`src/rtl/mem_req_arbiter.sv`:
```
// Memory request arbiter: N requesters share one memory port, responses are routed back in order via an ID FIFO.
// Define MEM_REQ_ARBITER_RR_EN for round-robin arbitration; otherwise fixed priority (lowest index wins).
module mem_req_arbiter #(
  parameter int unsigned NumReq    = 2,
  parameter int unsigned AddrWidth = 32,
  parameter int unsigned DataWidth = 32,
  parameter int unsigned MaxTrans  = 4,
  parameter int unsigned StrbWidth = DataWidth / 8,
  parameter int unsigned IdxWidth  = (NumReq > 1) ? $clog2(NumReq) : 1
) (
  input  logic                               clk_i,
  input  logic                               rst_ni,
  input  logic [NumReq-1:0]                  req_i,
  output logic [NumReq-1:0]                  gnt_o,
  input  logic [NumReq-1:0][AddrWidth-1:0]   addr_i,
  input  logic [NumReq-1:0]                  we_i,
  input  logic [NumReq-1:0][DataWidth-1:0]   wdata_i,
  input  logic [NumReq-1:0][StrbWidth-1:0]   strb_i,
  output logic [NumReq-1:0]                  rvalid_o,
  output logic [NumReq-1:0][DataWidth-1:0]   rdata_o,
  output logic                               req_o,
  input  logic                               gnt_i,
  output logic [AddrWidth-1:0]               addr_o,
  output logic                               we_o,
  output logic [DataWidth-1:0]               wdata_o,
  output logic [StrbWidth-1:0]               strb_o,
  input  logic                               rvalid_i,
  input  logic [DataWidth-1:0]               rdata_i
);

  localparam int unsigned PtrWidth = (MaxTrans > 1) ? $clog2(MaxTrans) : 1;
  localparam int unsigned CntWidth = $clog2(MaxTrans + 1);
  localparam logic [CntWidth-1:0] CntFull = CntWidth'(MaxTrans);
  localparam logic [PtrWidth-1:0] PtrLast = PtrWidth'(MaxTrans - 1);
  localparam logic [NumReq-1:0]   OneHot0 = NumReq'(1);

  logic [CntWidth-1:0] r_count;
  logic [PtrWidth-1:0] r_wptr;
  logic [PtrWidth-1:0] r_rptr;
  logic [IdxWidth-1:0] r_fifo [MaxTrans];
  logic                r_locked;
  logic [IdxWidth-1:0] r_lock_idx;

  logic [IdxWidth-1:0] w_arb_idx;
  logic [IdxWidth-1:0] w_win_idx;
  logic                w_lock_hold;
  logic                w_full;
  logic                w_hs;
  logic                w_pop;

`ifdef MEM_REQ_ARBITER_RR_EN
  logic [IdxWidth-1:0] r_rr_ptr;

  function automatic logic [IdxWidth-1:0] pick_rr(input logic [NumReq-1:0] req,
                                                  input logic [IdxWidth-1:0] ptr);
    logic found;
    int   j;
    pick_rr = ptr;
    found   = 1'b0;
    for (int i = 0; i < int'(NumReq); i++) begin
      j = int'(ptr) + i;
      if (j >= int'(NumReq)) j = j - int'(NumReq);
      if (!found && req[j]) begin
        found   = 1'b1;
        pick_rr = IdxWidth'(j);
      end
    end
  endfunction

  assign w_arb_idx = pick_rr(req_i, r_rr_ptr);

  always_ff @(posedge clk_i or negedge rst_ni) begin
    if (!rst_ni) begin
      r_rr_ptr <= '0;
    end else if (w_hs) begin
      r_rr_ptr <= (int'(w_win_idx) == int'(NumReq) - 1) ? '0 : w_win_idx + 1'b1;
    end
  end
`else
  function automatic logic [IdxWidth-1:0] pick_fixed(input logic [NumReq-1:0] req);
    pick_fixed = '0;
    for (int i = int'(NumReq) - 1; i >= 0; i--) begin
      if (req[i]) pick_fixed = IdxWidth'(i);
    end
  endfunction

  assign w_arb_idx = pick_fixed(req_i);
`endif

  // A registered winner stays in charge only while it keeps requesting.
  assign w_lock_hold = r_locked && req_i[r_lock_idx];
  assign w_win_idx   = w_lock_hold ? r_lock_idx : w_arb_idx;

  assign w_full = (r_count == CntFull);
  assign req_o  = (|req_i) && !w_full;
  assign w_hs   = req_o && gnt_i;
  assign w_pop  = rvalid_i && (r_count != '0);

  assign gnt_o   = w_hs ? (OneHot0 << w_win_idx) : '0;
  assign addr_o  = addr_i[w_win_idx];
  assign we_o    = we_i[w_win_idx];
  assign wdata_o = wdata_i[w_win_idx];
  assign strb_o  = strb_i[w_win_idx];

  assign rvalid_o = w_pop ? (OneHot0 << r_fifo[r_rptr]) : '0;
  assign rdata_o  = {NumReq{rdata_i}};

  always_ff @(posedge clk_i or negedge rst_ni) begin
    if (!rst_ni) begin
      r_locked   <= 1'b0;
      r_lock_idx <= '0;
    end else begin
      r_locked   <= req_o && !gnt_i;
      r_lock_idx <= w_win_idx;
    end
  end

  always_ff @(posedge clk_i or negedge rst_ni) begin
    if (!rst_ni) begin
      r_count <= '0;
      r_wptr  <= '0;
      r_rptr  <= '0;
    end else begin
      if (w_hs) r_wptr <= (r_wptr == PtrLast) ? '0 : r_wptr + 1'b1;
      if (w_pop) r_rptr <= (r_rptr == PtrLast) ? '0 : r_rptr + 1'b1;
      case ({w_hs, w_pop})
        2'b10:   r_count <= r_count + 1'b1;
        2'b01:   r_count <= r_count - 1'b1;
        default: r_count <= r_count;
      endcase
    end
  end

  // Storage needs no reset: entries are only read once counted in.
  always_ff @(posedge clk_i) begin
    if (w_hs) r_fifo[r_wptr] <= w_win_idx;
  end

`ifndef SYNTHESIS
  always @(posedge clk_i) begin
    if (rst_ni) begin
      assert (!(rvalid_i && (r_count == '0)))
        else $warning("mem_req_arbiter: rvalid_i with no outstanding transaction dropped");
    end
  end
`endif

endmodule

```
`config.mk`:
```
export PLATFORM = sky130hd
export DESIGN_NAME = mem_req_arbiter
export DESIGN_NICKNAME = d
export VERILOG_FILES = /design/src/rtl/mem_req_arbiter.sv
export SDC_FILE = /design/constraint.sdc
export NUM_CORES = 1
export LEC_CHECK = 0
export CAP_MARGIN = 40
export CORE_AREA = 4 4 120 122
export CTS_CLUSTER_DIAMETER = 120
export DETAILED_ROUTE_END_ITERATION = 8
export DIE_AREA = 0 0 124 126
export GPL_TIMING_DRIVEN = 0
export HOLD_SLACK_MARGIN = 0.15
export PLACE_DENSITY_LB_ADDON = 0.12
export SYNTH_ARGS = -nofsm -noshare
export SYNTH_HDL_FRONTEND = slang
export SYNTH_SLANG_ARGS = --single-unit
```
`constraint.sdc`:
```
create_clock -name clk_i -period 2.7 [get_ports clk_i]
set_input_delay 0.54 -clock clk_i [delete_from_list [all_inputs] [get_ports clk_i]]
set_output_delay 0.54 -clock clk_i [all_outputs]
set_load 0.01 [all_outputs]
```
==> results.cfg, run 1 <==
[run_status]
status = finished clean

[synth]
synth_seq_cells = 13
syn_avg_cell_area_um2 = 10.3
synth_cell_types = 25
syn_inst = 195
yosys_warnings = 0
syn_nets = 378
yosysTopAreaCellShare = 0.394
synth_top_area_cell = mux2_2
yosysSeqAreaShare = 0.173
synth.area.top_cells = mux2_2 39%, buf_4 27%, dfrtp_1 11%
syn_area_um2 = 2000

[layout]
num_antenna_cells = 0
drive_above_1_share = 0.364
fillers = 1346
area_growth_pct = 163
fin_nets = 679

[grt]
grt_usage = 0.127
antenna_found_initial = 0
grt_max_degree = 11
grt-ovfl-total = 0
grt_pass1_vias = 2642
grt_pass1_wl_mm = 15.2

[pwr]
vdd_ir_drop_max_mv = 0.252
p_leak_nw = 2.27
p_total_mw = 1.73
cellPowerDensity_nw_per_um2 = 328

[timing]
hold_ws_ns = 0.504
worst_pin_slew_ns = 0.447
maxSlewViolCount = 0
timing.final.ws_setup_ns = 0.117
finClkSkew_ns = 0.000872
setup_violations = 0
max_slew_margin = 0.700
hold_violations = 0
max_freq_ghz = 0.387
rsz0062_at_grt = false
timing.final.crit_share = 0.957
fin_crit_ns = 2.58

[route]
drt-total-wl_mm = 11.0
met1_length_mm = 3.45
met3_length_mm = 1.46
dr_wl_met2_mm = 5.98
dr.pass1.iters = 4
drtAntennaViolNets = 0
drt_iter0_drc = 38
wl_per_cell_um = 16.4
drc = 0
top_layer_used = met4
vias = 2502
vias_per_cell = 3.73

[die]
pin_count = 314
start_util = 0.152
fp-row-count = 42
die_x_um = 124
die-area_um2 = 15600
fp.coreArea_um2 = 13200
fp.dieH_um = 126

[clock_tree]
cts_buffer_depth = 2
cts_num_sinks = 13
numCtsBuffers = 3
clock_latency_ns = 0.24
cts_root_buf = clkbuf_16
cts_max_level = 1
cts_hold_buf = 0
cts_tree = done
clk_pin_slew_worst_paths_ns = 0.04

[setup_path]
startpoint_type = input pin
required_ns = 2.16
endpoint_kind = primary output
path_class = input pin to primary output
critPathMaxFanout = 6
cp.arrival_ns = 2.04
r2r_cells = 9

[placement]
dpl_worst_slack_ns = -0.535
routabilityCongestion = 0.760
portBuffers = 281
hpwlAfterDp_mm = 9.86

[min_path]
hold_path_class = flop to flop
whs_path_depth = 1

[run]
drv_cap = 0
-- cell type report --
class / instances / area, µm² / area share
multi-input cells: 103 / 1100 / 0.209
well taps: 176 / 220 / 0.0419
clock buffers: 4 / 78.8 / 0.0150
repair buffers: 296 / 2890 / 0.550
inverters: 7 / 26.3 / 0.00500
flip-flops and latches: 13 / 345 / 0.0657
plain buffers: 72 / 597 / 0.113
-- per-stage QoR --
stage | setup TNS, ns | cells | instance area, µm² | util
2_1_floorplan | 0 | 195 | 2000 | -
3_3_place_gp | -30.05 | 652 | 5030 | 0.382
3_5_place_dp | -30.33 | 652 | 5030 | 0.382
4_1_cts | 0 | 671 | 5250 | 0.398
5_1_grt | 0 | 671 | 5260 | 0.399
6_report | 0 | 671 | 5260 | 0.399
-- kinds of logic after synthesis --
kind of cell,count (synthesis),synth area share
flops,13,0.173
xor+xnor,3,0.0131
buf+inv,79,0.282
compound gates,5,0.0206
simple gates,14,0.0394
mux,74,0.425
fa+ha+maj,7,0.0475
-- timing repair --
| action | 4_1_cts | 5_1_grt |
|---|---|---|
| setup endpoints to repair | 71 | 1 |
| gates cloned | 1 | 0 |
| buffers inserted | 14 | 0 |
| gates resized for setup | 125 | 1 |
-- flip-flops by register name, summed over array words and instances (netlist names) --
register,cells
r_locked,1
r_lock_idx,1
r_wptr,2
r_rptr,2
r_fifo,4
r_count,3
-- power by group --
group          internal (mW)  switching, mW  total [mW]
logic                  0.729          0.383        1.11
clock network          0.198         0.0742       0.273
registers              0.277         0.0638       0.340
-- Yosys cell counts --
master / number
or3b_1: 1
buf_4: 71
o21a_1: 1
buf_2: 1
and2_1: 5
nor3_1: 1
nor2b_1: 1
o31ai_1: 1
inv_1: 7
mux2_2: 70
fa_1: 1
nand2_1: 1
a21o_2: 1
xor2_1: 2
a21boi_0: 1
mux2i_1: 1
mux4_2: 1
mux2_4: 2
nor2_1: 4
xnor2_1: 1
and2b_2: 1
dfrtp_1: 9
edfxtp_1: 4
o211a_2: 1
ha_1: 6
-- critical path, stage by stage --
cell and delay (ns):
dlygate4sd2_1 0.27, a21boi_2 0.14, buf_6 0.14, bufbuf_16 0.25, buf_4 0.10, mux2_2 0.31
dlygate4sd2_1 0.30
-- worst paths after layout --
kind                       slack (ns)       start          to
min reg2reg                      0.50  r_count[2]  r_count[2]
max                              0.12    req_i[0]   addr_o[8]
min in group asynchronous        0.60      rst_ni  r_count[2]
max reg2reg                      0.47  r_count[0]  r_count[2]
min                              0.50  r_count[2]  r_count[2]
max in group asynchronous        1.81      rst_ni   r_rptr[0]
-- metal layers --
| layer | vias up | track usage |
|---|---|---|
| li1 | 1201 | - |
| met1 | 1121 | 0.126 |
| met2 | 172 | 0.254 |
| met3 | 8 | 0.0399 |
| met4 | 0 | 0.0251 |
| met5 | - | 0 |
-- layout by cell type (no fill, tap or decap), types with 2 or more instances in the layout --
| cell | instances |
|---|---|
| clkdlybuf4s15_1 | 6 |
| clkdlybuf4s15_2 | 10 |
| buf_8 | 7 |
| clkbuf_16 | 3 |
| clkdlybuf4s50_1 | 208 |
| and2_1 | 5 |
| nor2_1 | 4 |
| buf_6 | 2 |
| mux2_2 | 70 |
| mux2_4 | 2 |
| ha_1 | 6 |
| inv_1 | 7 |
| dlygate4sd2_1 | 55 |
| buf_4 | 78 |
| dfrtp_1 | 9 |
| edfxtp_1 | 4 |
| xor2_1 | 2 |
(Power assumes the default switching activity.)
==> inputs of run 2 (changes only) <==
--- a/config.mk
+++ b/config.mk
@@ -6,10 +6,10 @@
 export NUM_CORES = 1
 export LEC_CHECK = 0
 export CAP_MARGIN = 40
-export CORE_AREA = 4 4 120 122
+export CORE_AREA = 4 4 119 121
 export CTS_CLUSTER_DIAMETER = 120
 export DETAILED_ROUTE_END_ITERATION = 8
-export DIE_AREA = 0 0 124 126
+export DIE_AREA = 0 0 123 125
 export GPL_TIMING_DRIVEN = 0
 export HOLD_SLACK_MARGIN = 0.15
 export PLACE_DENSITY_LB_ADDON = 0.12
==> constraint.sdc (replaced) <==
create_clock -name clk_i -period 2.35 [get_ports clk_i]
set_input_delay 0.47 -clock clk_i [delete_from_list [all_inputs] [get_ports clk_i]]
set_output_delay 0.47 -clock clk_i [all_outputs]
set_load 0.01 [all_outputs]
==> run 2 against run 1 <==
Net effect: sequential share of layout area rose by 0.19 points; die area fell by 1.6%; global-route usage increased by 0.30 points; cell area fell by 2.5%; clock skew rose by 0.0028 ns; core utilization shrank 0.67 points; critical endpoint is now addr_o[20]; clock power rose by 16%; largest power group unchanged; largest cell class unchanged; worst hold slack improved by 0.029 ns; setup slack worse by 0.049 ns.
==> results.cfg, run 2 (synthesis gave the netlist of run 1 again) <==
[die]
pin_count = 314
die-area_um2 = 15400
fp.coreArea_um2 = 13100
fp-row-count = 42
fp.dieH_um = 125
start_util = 0.153
die_x_um = 123

[layout]
drive_above_1_share = 0.412
mostFrequentLayoutCells = 206 x clkdlybuf4s50_1, 72 x buf_4, 70 x mux2_2
fin_nets = 672
stdcell_area_um2 = 5130
largest_reg_flops = 4
top_register = r_fifo
fillers = 1308
area_growth_pct = 156
reg_top3 = r_fifo x4, r_count x3
final_cells = 664
num_antenna_cells = 0
layout.cells.most_common = clkdlybuf4s50_1

[clock_tree]
numCtsBuffers = 3
cts_buffer_depth = 2
clock_latency_ns = 0.24
cts_hold_buf = 0
clk_pin_slew_worst_paths_ns = 0.04
cts_num_sinks = 13
cts_tree = done
cts_root_buf = clkbuf_16
cts_max_level = 1

[placement]
routabilityCongestion = 0.817
dpl_cell_area_um2 = 5030
dpl_worst_slack_ns = -0.735
portBuffers = 281
hpwlAfterDp_mm = 9.86
dp.cells = 652

[timing]
rsz0062_at_grt = true
finClkSkew_ns = 0.00365
worst_pin_slew_ns = 0.449
max_slew_margin = 0.700
fin_tns_setup_ns = 0
max_freq_ghz = 0.438
setup_violations = 0
maxSlewViolCount = 0
hold_violations = 0
timing.final.crit_share = 0.971
timing.final.ws_setup_ns = 0.0685
fin_crit_ns = 2.28

[setup_path]
cp.arrival_ns = 1.81
slowest_stage = mux2_2
path_class = input pin to primary output
crit_family = buffers and inverters
cp_common_cell = buf_6
crit_chain = clkdlybuf4s15_2 -> a21boi_4 -> buf_6 -> buf_6 -> mux2_2 -> dlygate4sd2_1
startpoint_type = input pin
cpPeakStageDelay_ns = 0.35
endpoint_kind = primary output
required_ns = 1.88
cp.buffers_inverters = 4
critPathMaxFanout = 10

[run_status]
status = finished clean

[grt]
grt_pass1_vias = 2599
antenna_found_initial = 0
grt_max_degree = 11
grt-ovfl-total = 0
grt_usage = 0.130
grt_pass1_wl_mm = 15.4

[min_path]
hold_path_class = flop to flop

[route]
drt-total-wl_mm = 11.1
drt_iter0_drc = 43
dr.pass1.iters = 4
vias_per_cell = 3.70
drtAntennaViolNets = 0
vias = 2455
drc = 0
wl_per_cell_um = 16.7

[run]
drv_cap = 0

[pwr]
vdd_ir_drop_max_mv = 0.282
cellPowerDensity_nw_per_um2 = 386
p_leak_nw = 2.23
-- run 2: path summary, 6_finish.rpt --
path	endpoint	startpoint	cells past startpoint	slack, ns
worst max-delay path	addr_o[20]	req_i[1]	6	0.07
worst min-delay path	r_count[0]	r_count[0]	1	0.53
worst max register to register	r_count[2]	r_count[1]	9	0.12
worst min register to register	r_count[0]	r_count[0]	1	0.53
max in group asynchronous	r_count[0]	rst_ni	1	1.47
min in group asynchronous	r_rptr[0]	rst_ni	1	0.55
-- run 2: area by class of cell --
cell class / count / area (µm²) / share of cell area
timing repair buffer: 291 / 2760 / 0.539
multi-input combinational: 103 / 1120 / 0.218
buffer: 70 / 573 / 0.112
sequential: 13 / 347 / 0.0676
tap: 176 / 220 / 0.0429
clock buffer: 4 / 78.8 / 0.0154
inverter: 7 / 26.3 / 0.00512
-- run 2: what timing repair did --
item / in CTS / in global routing
resized for setup: 210 / 15
cloned: 2 / 0
endpoints found under the setup margin: 73 / 33
pin swaps: 1 / 1
buffers inserted: 7 / 1
-- run 2: worst reg2reg max path, stage by stage (launching register included) --
cell and delay [ns]:
dfrtp_1 0.42, or3b_1 0.41, o211a_2 0.19, inv_1 0.10
ha_1 0.18, inv_1 0.06, fa_1 0.38, xor2_1 0.15
nor2_1 0.12, xor2_1 0.15
-- run 2: layer usage --
metal,global-route usage,up-vias,part of all wire
met4,0.0156,0,0.0060
met1,0.133,1101,0.33
met3,0.0366,4,0.11
met5,0,-,0
li1,-,1186,-
met2,0.263,164,0.56
-- run 2: stage by stage --
step	power [mW]	util	hold WS, ns
2_1_floorplan	0.999	-	0.174
3_3_place_gp	1.68	0.385	0.472
3_5_place_dp	1.69	0.385	0.475
4_1_cts	2.01	0.395	0.535
5_1_grt	2.13	0.392	0.565
6_report	1.98	0.392	0.533
-- run 2: power by group --
part / total [mW] / internal [mW] / switching (mW)
clock network: 0.316 / 0.228 / 0.0876
registers: 0.403 / 0.320 / 0.0832
logic: 1.26 / 0.825 / 0.436
==> inputs of run 3 (changes only) <==
--- a/config.mk
+++ b/config.mk
@@ -13,6 +13,7 @@
 export GPL_TIMING_DRIVEN = 0
 export HOLD_SLACK_MARGIN = 0.15
 export PLACE_DENSITY_LB_ADDON = 0.12
+export RECOVER_POWER = 100
 export SYNTH_ARGS = -nofsm -noshare
 export SYNTH_HDL_FRONTEND = slang
 export SYNTH_SLANG_ARGS = --single-unit
==> run 3 against run 2 <==
Net effect: register-to-register slack got worse by 0.02 ns; first-iteration DRC count decreased by 7.0%; clock skew about the same; highest routed layer unchanged; combinational power decreased by 5%; worst hold slack improved by 0.0013 ns; global-route usage unchanged; die area unchanged; setup slack improved by 0.0023 ns; sequential share of layout area increased by 0.075 points; non-clock buffer count unchanged; largest power group unchanged; core utilization decreased by 0.43 points; largest cell class unchanged; via count unchanged.
==> results.cfg, run 3 (synthesis gave the netlist of run 1 again) <==
[route]
dr.pass1.iters = 4
drc = 0
wl_per_cell_um = 16.7
vias_per_cell = 3.70
drtAntennaViolNets = 0
vias = 2455
drt-total-wl_mm = 11.1
drt_iter0_drc = 40

[timing]
fin_tns_setup_ns = 0
timing.final.crit_share = 0.970
fin_crit_ns = 2.28
hold_violations = 0
maxSlewViolCount = 0
finClkSkew_ns = 0.00343
max_freq_ghz = 0.439
rsz0062_at_grt = true
worst_pin_slew_ns = 0.450
setup_violations = 0
max_slew_margin = 0.699

[die]
die_x_um = 123
fp-row-count = 42
start_util = 0.153
die-area_um2 = 15400
fp.dieH_um = 125
fp.coreArea_um2 = 13100
pin_count = 314

[setup_path]
r2r_cells = 9
required_ns = 1.88
cp.arrival_ns = 1.81
startpoint_type = input pin
r2r-start = r_count[1]
critPathMaxFanout = 10
r2r-end = r_count[2]
reg2reg_slack_ns = 0.10
path_class = input pin to primary output
endpoint_kind = primary output

[pwr]
vdd_ir_drop_max_mv = 0.280
p_total_mw = 1.92
p_leak_nw = 2.17
cellPowerDensity_nw_per_um2 = 379

[layout]
largest_reg_flops = 4
area_growth_pct = 153
top_register = r_fifo
fin_nets = 672
layout.cells.most_common = clkdlybuf4s50_1
drive_above_1_share = 0.381
num_antenna_cells = 0
reg_top3 = r_fifo x4, r_count x3
mostFrequentLayoutCells = 139 x clkdlybuf4s50_1, 70 x mux2_2, 70 x buf_4

[run]
drv_cap = 0

[grt]
grt_max_degree = 11
grt_pass1_wl_mm = 15.4
antenna_found_initial = 0
grt_pass1_vias = 2599
grt_usage = 0.130
grt-ovfl-total = 0

[min_path]
worstHoldEndpoint = r_count[0]
whs_path_depth = 1
hold_path_class = flop to flop
min_from = r_count[0]

[clock_tree]
clock_latency_ns = 0.24
cts_buffer_depth = 2
cts_max_level = 1
clk_pin_slew_worst_paths_ns = 0.04
cts_tree = done
cts_root_buf = clkbuf_16
numCtsBuffers = 3
cts_num_sinks = 13

[placement]
routabilityCongestion = 0.817
portBuffers = 281
hpwlAfterDp_mm = 9.86

[run_status]
status = finished clean
[run 3: cell count changes in the layout (fill, tap and decap cells not counted), sizes merged, moves of 2 or more]
cell and change:
clkdlybuf4s15 -4, buf -26, dlygate4sd3 +67, clkbuf +27, dlymetal6s2s -2, dlygate4sd2 +4
clkdlybuf4s50 -67
[run 3: worst max path at each step]
stage | startpoint | to | slack [ns] | cells past startpoint
floorplan | r_count[0] | r_count[2] | 0.31 | 9
global placement | req_i[1] | wdata_o[18] | -0.75 | 6
detailed placement | req_i[1] | wdata_o[11] | -0.73 | 6
CTS | req_i[0] | wdata_o[18] | 0.0002 | 8
global route | req_i[1] | addr_o[20] | -0.01 | 6
finish | req_i[1] | addr_o[20] | 0.07 | 6
[run 3: repair_timing]
action	CTS	global route
pin swaps	1	1
gates resized for setup	210	15
buffers inserted	7	1
gates cloned	2	0
hold buffers	0	0
setup endpoints to repair	73	33
[run 3: cell type report]
class	count	area, µm²
Buffer	70	557
Clock buffer	4	78.8
Fill cell	1321	8010
Inverter	7	26.3
Multi-Input combinational cell	103	1120
Sequential cell	13	347
Tap cell	176	220
Timing Repair Buffer	291	2730
[run 3: critical path: stages]
cell and delay [ns]:
clkdlybuf4s15_2 0.19, a21boi_4 0.21, buf_6 0.15, buf_6 0.15, mux2_2 0.35, dlygate4sd2_1 0.29
[run 3: report_power, final]
group          internal (mW)  total (mW)  switching, mW
Clock                  0.228       0.315         0.0871
Sequential             0.320       0.402         0.0823
Combinational          0.769        1.20          0.436
Total                   1.32        1.92          0.605
[run 3: routing by layer]
metal  up-vias  global-route usage  wire length (µm)
li1       1187                   -                 -
met4         0              0.0156                67
met1      1100               0.133              3670
met3         4              0.0366              1180
met2       164               0.263              6160
met5         -                   0                 0
[run 3: per-stage QoR]
stage           util  cells  hold slack [ns]  cell area, µm²  worst slack (ns)
6_report       0.388    664            0.534            5070            0.0708
5_1_grt        0.388    664            0.565            5070           -0.0142
4_1_cts        0.395    665            0.535            5170          0.000180
3_5_place_dp   0.385    652            0.475            5030            -0.735
3_3_place_gp   0.385    652            0.472            5030            -0.749
2_1_floorplan      -    195            0.174            2000             0.309
